### config.mk
export PLATFORM = sky130hd
export DESIGN_NAME = tcu_core_req_responder
export DESIGN_NICKNAME = d
export VERILOG_FILES = /design/src/rtl/tcu_core_req_responder.sv
export SDC_FILE = /design/constraint.sdc
export NUM_CORES = 1
export LEC_CHECK = 0
export CAP_MARGIN = 10
export CORE_AREA = 8 8 117 119
export CTS_CLUSTER_DIAMETER = 100
export DETAILED_ROUTE_END_ITERATION = 10
export DIE_AREA = 0 0 125 127
export PLACE_DENSITY = 0.74
export SYNTH_ARGS = -nofsm -noshare
export SYNTH_HDL_FRONTEND = slang
export SYNTH_SLANG_ARGS = --single-unit
export TNS_END_PERCENT = 50
### constraint.sdc
create_clock -name clk_i -period 1.82 [get_ports clk_i]
set_input_delay 0.182 -clock clk_i [delete_from_list [all_inputs] [get_ports clk_i]]
set_output_delay 0.182 -clock clk_i [all_outputs]
set_load 0.05 [all_outputs]
### src/rtl/tcu_core_req_responder.sv
// Core-side responder for TCU core requests: reads CORE_REQ on interrupt, hands the
// decoded request to the core, then writes RESP and clears CORE_REQ_INT.
module tcu_core_req_responder #(
  parameter int unsigned TCU_REG_DATA_SIZE = 64,
  parameter int unsigned TCU_REG_ADDR_SIZE = 32,
  parameter int unsigned TCU_REG_BSEL_SIZE = 8,
  parameter int unsigned TCU_EP_SIZE       = 16,
  parameter int unsigned TCU_VPEID_SIZE    = 16,
  parameter int unsigned TCU_ERROR_SIZE    = 5,
  parameter int unsigned TCU_PHYSADDR_SIZE = 32,
  parameter logic [TCU_REG_ADDR_SIZE-1:0] TCU_REGADDR_CORE_REQ     = 32'h0000_0030,
  parameter logic [TCU_REG_ADDR_SIZE-1:0] TCU_REGADDR_CORE_REQ_INT = 32'h0000_0038
) (
  input  logic                         clk_i,
  input  logic                         reset_i,
  input  logic                         irq_i,
  output logic                         reg_en_o,
  output logic [TCU_REG_BSEL_SIZE-1:0] reg_wben_o,
  output logic [TCU_REG_ADDR_SIZE-1:0] reg_addr_o,
  output logic [TCU_REG_DATA_SIZE-1:0] reg_wdata_o,
  input  logic [TCU_REG_DATA_SIZE-1:0] reg_rdata_i,
  input  logic                         reg_stall_i,
  output logic                         req_valid_o,
  input  logic                         req_ready_i,
  output logic [2:0]                   req_type_o,
  output logic [TCU_EP_SIZE-1:0]       req_ep_o,
  output logic [TCU_VPEID_SIZE-1:0]    req_vpeid_o,
  output logic                         req_pmp_write_o,
  output logic [TCU_ERROR_SIZE-1:0]    req_pmp_error_o,
  output logic [TCU_PHYSADDR_SIZE-1:0] req_pmp_addr_o,
  input  logic                         rsp_valid_i,
  output logic                         busy_o,
  output logic [7:0]                   spurious_cnt_o
);

  localparam logic [2:0] TYPE_FORMSG  = 3'd2;
  localparam logic [2:0] TYPE_PMPFAIL = 3'd3;

  typedef enum logic [2:0] {
    IDLE, RD1, RD2, DELIVER, WAIT_RSP, WR_RSP, CLR_INT, WAIT_LOW
  } state_e;

  state_e                       state_q;
  logic [TCU_REG_DATA_SIZE-1:0] req_q;
  logic                         req_valid_q;
  logic                         busy_q;
  logic [7:0]                   spur_q;
  logic                         reg_acc;
  logic [2:0]                   rd_type;
  logic                         unused_req;

  assign reg_acc = reg_en_o & ~reg_stall_i;
  assign rd_type = reg_rdata_i[2:0];

  // Register port is a pure function of state; held steady until accepted
  always_comb begin
    reg_en_o    = 1'b0;
    reg_wben_o  = '0;
    reg_addr_o  = '0;
    reg_wdata_o = '0;
    if (!reset_i) begin
      case (state_q)
        RD1: begin
          reg_en_o   = 1'b1;
          reg_addr_o = TCU_REGADDR_CORE_REQ;
        end
        WR_RSP: begin
          reg_en_o    = 1'b1;
          reg_wben_o  = '1;
          reg_addr_o  = TCU_REGADDR_CORE_REQ;
          reg_wdata_o = TCU_REG_DATA_SIZE'(1);
        end
        CLR_INT: begin
          reg_en_o   = 1'b1;
          reg_wben_o = '1;
          reg_addr_o = TCU_REGADDR_CORE_REQ_INT;
        end
        default: ;
      endcase
    end
  end

  always_ff @(posedge clk_i) begin
    if (reset_i) begin
      state_q     <= IDLE;
      req_q       <= '0;
      req_valid_q <= 1'b0;
      busy_q      <= 1'b0;
      spur_q      <= '0;
    end else begin
      case (state_q)
        IDLE: if (irq_i) begin
          state_q <= RD1;
          busy_q  <= 1'b1;
        end
        RD1: if (reg_acc) state_q <= RD2;
        RD2: begin
          req_q <= reg_rdata_i;
          if (rd_type == TYPE_FORMSG || rd_type == TYPE_PMPFAIL) begin
            state_q     <= DELIVER;
            req_valid_q <= 1'b1;
          end else begin
            // Unknown request types are dropped without a RESP write
            if (spur_q != 8'hFF) spur_q <= spur_q + 8'd1;
            state_q <= CLR_INT;
          end
        end
        DELIVER: if (req_ready_i) begin
          req_valid_q <= 1'b0;
          state_q     <= WAIT_RSP;
        end
        WAIT_RSP: if (rsp_valid_i) state_q <= WR_RSP;
        WR_RSP:   if (reg_acc) state_q <= CLR_INT;
        CLR_INT:  if (reg_acc) state_q <= WAIT_LOW;
        // Wait for the interrupt level to fall so a stale level is not re-serviced
        WAIT_LOW: if (!irq_i) begin
          state_q <= IDLE;
          busy_q  <= 1'b0;
        end
        default: state_q <= IDLE;
      endcase
    end
  end

  assign req_valid_o     = req_valid_q;
  assign busy_o          = busy_q;
  assign spurious_cnt_o  = spur_q;
  assign req_type_o      = req_q[2:0];
  assign req_ep_o        = req_q[TCU_EP_SIZE+2:3];
  assign req_vpeid_o     = req_q[TCU_REG_DATA_SIZE-1 -: TCU_VPEID_SIZE];
  assign req_pmp_write_o = req_q[3];
  assign req_pmp_error_o = req_q[TCU_ERROR_SIZE+3:4];
  assign req_pmp_addr_o  = req_q[TCU_REG_DATA_SIZE-1 -: TCU_PHYSADDR_SIZE];
  assign unused_req      = ^req_q;

endmodule

; Word-level counts from Yosys, hierarchy flattened
; Cells that the tools add are included.
[word_totals]
input_bits = 70
wordCells = 61
out_inout_bits = 188
register_bits = 77
[op_classes]
n_reduce_logical = 11
n_mux = 23
n_addsub = 1
n_eq_ne = 18
n_bitwise = 3
[op_table]
columns = operator, count
row1 = two-way mux 3 bit, 8
row2 = case mux 3 bit (8 select lines), 1
row3 = two-way mux 8 bit, 2
row4 = "!= test 2 bit, second input constant", 8
row5 = "equality test 3 x 2 -> 1 bit, second input constant", 4
row6 = "equality test 3 bit, second input constant", 4
row7 = case mux 6 bit (2 select lines), 1
row8 = AND reduction 3 bit, 3
row9 = "adder 8 x 1 -> 8 bit, second input constant", 1
row10 = two-way mux 1 bit, 8
row11 = "!= test 8 bit, second input constant", 1
row12 = AND reduction 7 bit, 1
row13 = two-way mux 6 bit, 1
row14 = case mux 1 bit (2 select lines), 2
row15 = nonzero test 2 bit, 2
row16 = OR reduction 2 bit, 2
row17 = "equality test 3 x 1 -> 1 bit, second input constant", 1
row18 = logical NOT 3 bit, 1
row19 = OR reduction 3 bit, 1
row20 = NOT 1 bit, 2
row21 = bitwise AND 1 bit, 1
row22 = logical OR 1 bit, 1

; Longest topological paths before layout
[logic_depth]
ltp_word = 7
ltp_mapped = 7
ltp_nobuf = 5

; Least setup slack after synthesis
; Ideal clock, no wire load.
[synth_path]
kind = reg2out
start = register state_q[0]
end = output reg_wben_o[1]
t_arrival_ns = 2.097
slack_ns = -0.459
n_path_buf = 2
stages_incl_launch_ff = 5
required_ns = 1.638
cell_sequence = dfxtp_1 -> clkbuf_1 -> nand2b_1 -> a21oi_1 -> buf_4
[synth_between]
elab_chain_len = 4
word_cells_on_any_way = 5
cone_classes = eq/ne (2) / mux (2) / reduce/logical (1)
[synth_rtl]
columns = element, line_no
row1 = "start, declared", 43  ; state_e state_q;
row2 = "start signal, assigned", 85  ; state_q <= IDLE;
row3 = "start signal, assigned", 93  ; state_q <= RD1;
row4 = "start signal, assigned", 96  ; RD1: if (reg_acc) state_q <= RD2;
row5 = equality test 3 bit, 62  ; case (state_q)
row6 = OR reduction 2 bit (no source line) *, --
row7 = two-way mux 8 bit *, 62
row8 = two-way mux 8 bit *, 61  ; if (!reset_i) begin
row9 = "end, declared", 18  ; output logic [TCU_REG_BSEL_SIZE-1:0] reg_wben_o,
; Mark *: on every way between the ends. The rest lies on a longest branch, timed or not.

; Final worst setup path
[layout_path]
start = register spur_q[0] (netlist: spurious_cnt_o[0])
end = output spurious_cnt_o[0]
[layout_rtl]
columns = element, line_no
row1 = "start, declared", 47  ; logic [7:0] spur_q;
row2 = "start signal, assigned", 104  ; if (spur_q != 8'hFF) spur_q <= spur_q + 8'd1;
row3 = "end, declared", 33  ; output logic [7:0] spurious_cnt_o
; No word-level cell between the ends.

==> impl_results.md <==
* Final Cycle Share at 0.972
* Critical path arrival at 1.59 ns
* Core area at 11,800 µm²
* Max VDD drop at 471 µV
* Synth unique cells at 44
* Asr flop ratio synth at 0
* Max Slew Vio Count at 0
* Number of DRC markers in iteration 0 at 97
* Initial antenna violation count at 0
* Synth area leader: dfxtp_1
* Critical Path Source: spurious_cnt_o[0]
* DP Area at 4710 µm²
* Cell Rows at 40
* TritonCTS buffer count at 9
* RSZ-0062 raised after global routing: no
* Root Buffer: clkbuf_16
* Crit path largest cell delay at 0.80 ns
* Largest fanout on the critical path at 4
* Synth area leaders: dfxtp_1 (37%), buf_4 (27%), nand2_1 (11%), a21oi_1 (9.0%), buf_2 (1.4%)
* First-pass GRT wire length at 15,900 µm
* Hold crit path type: input pin to flip-flop
* Max Clock Freq at 565 MHz
* Vias in the first global route at 3,070
* Gate Count Post-Synth at 437
* Family with the most delay on the worst path: buffers and inverters
* Post-synth EDFFs at 0
* Critical-path cell list: buf_4 > clkdlybuf4s50_1
* Post-layout util at 0.427
* Vias per cell at 4.09
* Drt pass-1 iters at 4
* Overflow after GRT at 0
* Worst Path Class, Setup: flip-flop to primary output
* Initial Utilization at 0.292
* Port Buffers at 152
* # DRC at 0
* Critical Path Slowest Stage Cell: clkdlybuf4s50_1
* Commonest non-fill, non-tap cell in the layout: clkdlybuf4s50_1
* Synth top area share at 0.371
* DP Wirelength at 7830 µm
* Final #Nets at 634
* Via count at 2,914
* Seq/Total Area, Yosys at 0.371
* GRT Util Overall at 0.122
* Buffer and inverter count on the worst path at 2
* DIE AREA at 15,900 µm²
* Pwr/cell area at 1140 nW/µm²
* Critical path endpoint category: primary output
* Warnings from Yosys at 0
* LEAKAGE at 0.00199 µW
* Worst Tran Pin Value at 0.537 ns
* Setup Viol. Count Final at 0
* Commonest register cell after synthesis: dfxtp_1
* Post-Syn Area at 3450 µm²
* Final instance area at 5050 µm²
* WL/cell at 13.9 µm
* Clock Latency Late Sink at 0.32 ns
* Routed Antenna Nets at 0
* Clock transition at path regs at 0.05 ns
* CP startpoint kind: flip-flop
* Max-slew headroom at 0.641
* Most frequent cells in the layout: clkdlybuf4s50_1 (134), nand2_1 (105), conb_1 (92)
* Max Root-Sink Buffers at 2
* #FFs+latches synth at 64
* Routability cong. at 0.776
* Antenna cells at 0
* Origin of the critical flop-to-flop path: spurious_cnt_o[1]
* Worst path required time at 1.64 ns
* Syn-to-layout area delta at 46.1%
* Fin. Hold Viols at 0
* Die H at 127 µm
* Total Neg Setup Slack at 0 ns
* Min Tclk post-route at 1.77 ns
* WL final at 9910 µm
* Avg Cell Area, Syn at 7.91 µm²
* Worst clock skew at 0.00756 ns
* I/O pin cnt at 258
* Clk sink count at 64
* Largest net degree at the start of global routing at 39
* H-tree depth at 3
* CTS tree: built
* Max Cap Violations at 0
* Hold Crit Start: reset_i
* Status: complete, no violations
* Fraction of layout cells with a size suffix above 1 at 0.0972
* Die Width at 125 µm
[final timing paths]
path | endpoint | slack [ns] | cells past startpoint
min | req_q[2] | 0.37 | 3
min reg2reg | req_q[32] | 0.45 | 2
max reg2reg | spurious_cnt_o[6] | 0.13 | 5
max | spurious_cnt_o[0] | 0.05 | 2
[cell usage after synthesis (2+ instances only)]
cell         n
buf_4      123
nand2_1    105
dfxtp_1     64
a21oi_1     62
buf_2       10
clkbuf_1    10
nor2_1      10
nand2b_1     5
nand3_1      4
inv_1        3
o21ai_0      3
nor3_1       2
o2111ai_1    2
o21ai_1      2
or2_0        2
or3_1        2
[timing repair]
action                     CTS  global route
hold buffers                 0             0
gates resized for setup      4             2
setup endpoints to repair   13            14
pin swaps                    1             2
setup buffers                3             2
[flip-flops by register name, summed over array words and instances (netlist names)]
signal          cells
spurious_cnt_o      8
req_q              51
busy_o              1
state_q             3
req_valid_o         1
[layer usage]
| metal | wire length, µm | GRT usage | up-vias | share of wire |
|---|---|---|---|---|
| met5 | 0 | 0 | - | 0 |
| met4 | 147 | 0.0458 | 0 | 0.015 |
| met1 | 3510 | 0.119 | 1335 | 0.35 |
| met3 | 904 | 0.0541 | 11 | 0.091 |
| li1 | - | - | 1443 | - |
| met2 | 5350 | 0.225 | 125 | 0.54 |
[logic make-up (layout without fill, tap and decap cells)]
| kind of cell | Yosys count | count (layout) | share of synthesized area |
|---|---|---|---|
| other cells | 1 | 92 | 0.00109 |
| buf+inv | 148 | 186 | 0.300 |
| compound gates | 77 | 77 | 0.126 |
| fa+ha+maj | 1 | 1 | 0.00362 |
| flops | 64 | 64 | 0.371 |
| mux | 3 | 3 | 0.0127 |
| xor+xnor | 2 | 2 | 0.00507 |
| simple gates | 141 | 141 | 0.180 |
[tightest hold or removal path, cell delays in order]
cell and delay, ns:
buf_2 0.11, buf_4 0.22, a21oi_1 0.13
[final cells by class]
class                      count  area, µm²
clock buffer                  14        274
timing repair buffer         168       1780
multi-input combinational    316       1510
inverter                       4       15.0
fill                        1172       6770
tap                          147        184
sequential                    64       1280
[power breakdown]
part / leakage (µW) / internal (µW) / switching, µW
logic: 0.00134 / 763 / 1700
registers: 0.000519 / 1570 / 127
clock network: 0.000135 / 1020 / 552
[per-stage QoR]
stage / total power (µW) / cells / worst slack, ns / hold slack, ns
floorplan: 3620 / 528 / -0.130 / 0.318
global placement: 4110 / 694 / 0.0543 / 0.442
detailed placement: 4160 / 694 / 0.00528 / 0.446
CTS: 5800 / 711 / 0.0236 / 0.355
global route: 6010 / 713 / 0.00162 / 0.386
finish: 5730 / 713 / 0.0503 / 0.366
Power figures use the tool's default switching activity.
